File: src/rtl/ex_div.sv
// ex_div: iterative 32-bit radix-2 shift-subtract divider for the EX stage.
// Produces {remainder, quotient} for DIV (signed) and DIVU (unsigned).
// One quotient bit per cycle; a nonzero divisor takes 34 edges to ready_o,
// a zero divisor takes 2 edges and returns an all-zero result.
module ex_div (
    input  logic        clk,
    input  logic        rst,
    input  logic        signed_div_i,
    input  logic [31:0] opdata1_i,
    input  logic [31:0] opdata2_i,
    input  logic        start_i,
    input  logic        annul_i,
    output logic [63:0] result_o,
    output logic        ready_o
);

    typedef enum logic [1:0] {
        FREE   = 2'd0,
        BYZERO = 2'd1,
        ON     = 2'd2,
        END    = 2'd3
    } state_t;

    state_t      state_q, state_d;
    logic [5:0]  cnt_q, cnt_d;
    // Working register: [64:33] partial remainder, [32:1] dividend/quotient bits.
    logic [64:0] work_q, work_d;
    logic [31:0] divisor_q, divisor_d;
    logic        quot_neg_q, quot_neg_d;
    logic        rem_neg_q, rem_neg_d;
    logic [63:0] result_q, result_d;
    logic        ready_q, ready_d;

    // Operand magnitudes; only negated in signed mode.
    logic [31:0] dividend_abs;
    logic [31:0] divisor_abs;
    // Trial subtraction and final sign-corrected results.
    logic [32:0] diff;
    logic [31:0] quot_raw;
    logic [31:0] rem_raw;
    logic [31:0] quot_fix;
    logic [31:0] rem_fix;

    assign dividend_abs = (signed_div_i && opdata1_i[31]) ? (~opdata1_i + 32'd1) : opdata1_i;
    assign divisor_abs  = (signed_div_i && opdata2_i[31]) ? (~opdata2_i + 32'd1) : opdata2_i;

    assign diff     = {1'b0, work_q[63:32]} - {1'b0, divisor_q};
    assign quot_raw = work_q[31:0];
    assign rem_raw  = work_q[64:33];
    assign quot_fix = quot_neg_q ? (~quot_raw + 32'd1) : quot_raw;
    assign rem_fix  = rem_neg_q  ? (~rem_raw  + 32'd1) : rem_raw;

    // State register; synchronous reset clears control, result and working data.
    always_ff @(posedge clk) begin
        if (rst) begin
            state_q    <= FREE;
            cnt_q      <= 6'd0;
            work_q     <= 65'd0;
            divisor_q  <= 32'd0;
            quot_neg_q <= 1'b0;
            rem_neg_q  <= 1'b0;
            result_q   <= 64'd0;
            ready_q    <= 1'b0;
        end else begin
            state_q    <= state_d;
            cnt_q      <= cnt_d;
            work_q     <= work_d;
            divisor_q  <= divisor_d;
            quot_neg_q <= quot_neg_d;
            rem_neg_q  <= rem_neg_d;
            result_q   <= result_d;
            ready_q    <= ready_d;
        end
    end

    // Next-state logic: operand capture, iteration, sign fix-up and handshake.
    always_comb begin
        state_d    = state_q;
        cnt_d      = cnt_q;
        work_d     = work_q;
        divisor_d  = divisor_q;
        quot_neg_d = quot_neg_q;
        rem_neg_d  = rem_neg_q;
        result_d   = result_q;
        ready_d    = ready_q;

        case (state_q)
            FREE: begin
                ready_d  = 1'b0;
                result_d = 64'd0;
                if (start_i && !annul_i) begin
                    if (opdata2_i == 32'd0) begin
                        state_d = BYZERO;
                    end else begin
                        state_d    = ON;
                        cnt_d      = 6'd0;
                        work_d     = {32'd0, dividend_abs, 1'b0};
                        divisor_d  = divisor_abs;
                        // Latch sign decisions now; operand inputs are free to change.
                        quot_neg_d = signed_div_i && (opdata1_i[31] ^ opdata2_i[31]);
                        rem_neg_d  = signed_div_i && opdata1_i[31];
                    end
                end
            end
            BYZERO: begin
                state_d  = END;
                work_d   = 65'd0;
                result_d = 64'd0;
                ready_d  = 1'b1;
            end
            ON: begin
                if (annul_i) begin
                    state_d = FREE;
                    cnt_d   = 6'd0;
                    work_d  = 65'd0;
                end else if (cnt_q != 6'd32) begin
                    if (diff[32]) begin
                        work_d = {work_q[63:0], 1'b0};
                    end else begin
                        work_d = {diff[31:0], work_q[31:0], 1'b1};
                    end
                    cnt_d = cnt_q + 6'd1;
                end else begin
                    result_d = {rem_fix, quot_fix};
                    ready_d  = 1'b1;
                    cnt_d    = 6'd0;
                    state_d  = END;
                end
            end
            END: begin
                // Hold the result until EX drops start_i after consuming it.
                if (!start_i) begin
                    state_d  = FREE;
                    ready_d  = 1'b0;
                    result_d = 64'd0;
                end
            end
            default: begin
                state_d = FREE;
            end
        endcase
    end

    assign result_o = result_q;
    assign ready_o  = ready_q;

endmodule
File: config.mk
export PLATFORM = sky130hd
export DESIGN_NAME = ex_div
export DESIGN_NICKNAME = d
export VERILOG_FILES = /design/src/rtl/ex_div.sv
export SDC_FILE = /design/constraint.sdc
export NUM_CORES = 1
export LEC_CHECK = 0
export ABC_AREA = 1
export CELL_PAD_IN_SITES_DETAIL_PLACEMENT = 0
export CELL_PAD_IN_SITES_GLOBAL_PLACEMENT = 2
export CORE_UTILIZATION = 33
export CTS_BUF_LIST = sky130_fd_sc_hd__clkbuf_16
export CTS_CLUSTER_SIZE = 30
export DETAILED_ROUTE_END_ITERATION = 12
export GPL_TIMING_DRIVEN = 0
export PLACE_DENSITY_LB_ADDON = 0.1
export SLEW_MARGIN = 20
export SYNTH_ARGS = -nofsm -noshare
export SYNTH_HDL_FRONTEND = slang
export SYNTH_SLANG_ARGS = --single-unit
File: constraint.sdc
create_clock -name clk -period 3.37 [get_ports clk]
set_input_delay 0.337 -clock clk [delete_from_list [all_inputs] [get_ports clk]]
set_output_delay 0.337 -clock clk [all_outputs]
set_load 0.01 [all_outputs]
==> results by group <==
Run status
  – Status: complete, no violations

Finish
  – Diode count: 0
  – Final Non-Filler Cells: 2928
  – P&R area growth vs syn: 19.6%
  – Nets: 2510
  – Share of post-route cells with drive strength above 1: 0.0407

Critical path
  – WS Path Type: reg2reg
  – Worst setup EP type: flip-flop
  – CP arrival: 3.10 ns
  – CP Buf/Inv Count: 2
  – Largest fanout on the critical path: 10
  – Most frequent cell on the critical path: nand2_1
  – Slowest CP cell: dfxtp_1
  – Worst path required time: 3.75 ns
  – CP Cell Sequence: ha_1 > nand2_1 > inv_1 > nand2_1 > nand2_1 > nand2_1 > nand2_1 > a21oi_2 > nand2_2 > buf_4 > nand3_1 > nand2_1 > a21oi_1
  – CP startpoint kind: flip-flop
  – Top delay family on crit path: simple AND/OR/NAND/NOR gates
  – Max incr delay on CP: 0.55 ns

Yosys
  – Post-synthesis mux area share: 0
  – Compound-Gate Fraction of Synth Area: 0.165
  – Simple-Gate Fraction of Synth Area: 0.371
  – Mapped Nets: 2359
  – Adder-cell share of the synthesized area: 0.0428
  – Post-synth EDFFs: 0
  – Yosys warns: 0
  – Synth Area in XOR/XNOR: 0.0282
  – Seq/Total Area, Yosys: 0.264
  – Largest family of logic cells by synthesized area: simple AND/OR/NAND/NOR gates
  – Ys flop type: dfxtp_1
  – Count leader, synth: nand2_1
  – Top post-synthesis cells by area: dfxtp_1, nand2_1, nand3_1, inv_1, a21oi_1
  – Synth area leader: dfxtp_1
  – Yosys cell types: 43
  – Fraction of registers with async set or reset after synthesis: 0
  – Cells after Synth: 2246
  – Yosys reg bits: 172
  – Synth cell count leaders: nand2_1, inv_1, nand3_1
  – Syn_area_per_cell: 5.81 um^2
  – Top cell type's share of synthesized area: 0.264
  – Synthesized cell area: 13000 um^2

Routing
  – Drt pass-1 iters: 5
  – 1st-iter DRT viols: 1008
  – DRC: 0
  – DR WL/cell: 18.0 um
  – Vias: 14700
  – Antenna Nets Post-Route: 0
  – Via density: 5.03
  – Final WL: 52700 um

Power and ir drop
  – Peak supply drop: 0.355 mV
  – Overall power: 9000 uW
  – LEAKAGE: 0.00725 uW
  – Part of the power in combinational logic: 0.490
  – Switching pwr: 4270 uW
  – P per Cell Area: 577 nW/um^2
  – Sw frac: 0.475
  – Reg power frac: 0.285
  – Clock Power Share: 0.225
  – P_int: 4730 uW

Placement
  – Cell count after placement: 2896
  – IO Port Bufs: 132
  – Post-Place Worst Slack: 0.531 ns
  – Placed wire-length estimate: 43700 um
  – Final GP Congestion: 0.916

GRT
  – First-pass GRT wire length: 80900 um
  – Largest net degree at the start of global routing: 17
  – Antenna violations before repair: 0
  – Vias in the first global route: 14000
  – Aggregate global-route resource usage: 0.262
  – Global route overflow: 0

Floorplanning
  – Io pins: 134
  – Initial Util: 0.336
  – Die W: 201 um
  – FP Rows: 72
  – Die Height: 201 um
  – Die area: 40300 um^2
  – Placeable Area: 38800 um^2

Worst hold path
  – Hold Crit Class: reg2reg

STA
  – Highest clock rate: 367 MHz
  – Setup_tns: 0 ns
  – Final setup fails: 0
  – Worst-Margin Slew: 0.913 ns
  – Min Tclk post-route: 2.73 ns
  – Final Cycle Share: 0.809
  – Unrepaired setup endpoints after global routing: no
  – Fin. max-slew vios: 0
  – Min Hold Slack: 0.464 ns
  – Rel. slew slack: 0.391
  – Final hold violation count: 0
  – Worst setup margin: 0.644 ns
  – Worst Skew: 0.0179 ns

Clocking
  – Post-CTS Setup Inserts: 0
  – Max Root-Sink Buffers: 2
  – Worst-Skew Late Latency: 0.46 ns
  – CTS resizes: 0
  – H-tree depth: 4
  – CTS tree: built
  – Hold_buf cts: 0
  – CTS Buf Count: 17
  – CTS root buf: clkbuf_16
  – Total clock sinks: 172
  – Clock slew at reported path FFs: 0.07 ns

Run
  – MaxCap Viol Count: 0
## per-stage QoR
step / utilization / area, um^2
after detailed placement: 0.387 / 15000
after CTS: 0.402 / 15600
final: 0.402 / 15600
after floorplan: - / 13000
after global placement: 0.387 / 15000
after global routing: 0.402 / 15600
## worst reg2reg max path: stages (launching register included)
cell	delay, ns
dfxtp_1	0.55
ha_1	0.37
nand2_1	0.14
inv_1	0.05
nand2_1	0.10
nand2_1	0.11
nand2_1	0.07
nand2_1	0.07
a21oi_2	0.34
nand2_2	0.20
buf_4	0.23
nand3_1	0.17
nand2_1	0.12
a21oi_1	0.14
## worst paths after layout
| check | cells after the start | end | start | slack (ns) |
|---|---|---|---|---|
| max | 13 | work_q[62] | work_q[51] | 0.64 |
| min reg2reg | 2 | result_o[56] | result_o[56] | 0.46 |
| min | 2 | result_o[56] | result_o[56] | 0.46 |
| max reg2reg | 13 | work_q[62] | work_q[51] | 0.64 |
## registers in the layout, indices dropped and copies added (netlist names)
name	flops
quot_neg_q	1
divisor_q	32
work_q	65
cnt_q	6
rem_neg_q	1
result_o	64
state_q	2
ready_o	1
## metal layers
metal  GRT usage  share of wire  vias to the layer above
met5           0              0                        -
met4      0.0668          0.018                        0
met3      0.0260          0.036                       47
met2       0.455           0.48                      344
met1       0.347           0.46                     6798
li1            -              -                     7531
## cells by family (layout without fill, tap and decap cells)
group	after synthesis	in the layout
adders and majority gates	44	44
and+or+nand+nor	1150	1150
DFF	172	172
buffers and inverters	422	586
xor gates and xnor gates	42	42
AOI/OAI and AO/OA	416	416
## cell type report
class                           instances  area (um^2)
Inverter                              340         1280
Timing Repair Buffer                  132         1320
Clock buffer                           17          425
Fill cell                            4343        23200
Tap cell                              518          648
Sequential cell                       172         3440
Clock inverter                         15          163
Multi-Input combinational cell       1652         7920
Buffer                                 82          397
## power groups by stage
| stage | clock network (uW) | logic (uW) | registers [uW] |
|---|---|---|---|
| 6_report | 2030 | 4410 | 2560 |
| 5_1_grt | 2150 | 4940 | 2590 |
| 4_1_cts | 2060 | 4400 | 2550 |
| 3_5_place_dp | 0 | 4380 | 2600 |
| 3_3_place_gp | 0 | 4370 | 2600 |
| 2_1_floorplan | 0 | 2960 | 2510 |
## cells in the final DEF (no fill, tap or decap), types with 2 or more instances in the layout
master and instances:
nand2_1 620, inv_1 328, nand3_1 251, a21oi_1 228, nor2_1 205, dfxtp_1 172
o21ai_0 149, clkdlybuf4s50_1 132, ha_1 43, clkbuf_1 42, nand4_1 32, buf_2 29
xor2_1 26, nor3_1 18, clkbuf_16 17, xnor2_1 16, inv_2 10, a31oi_1 10
a211oi_1 8, o21ai_1 6, buf_4 6, nor2_2 5, nand3b_1 5, nand2_2 4
clkinv_1 4, buf_6 4, o211ai_1 4, inv_6 4, clkinv_4 3, clkinvlp_4 3
nand3_4 2, nor2_4 2, a21oi_2 2, and2_1 2, o22ai_1 2, bufinv_16 2
(Power assumes the default switching activity.)
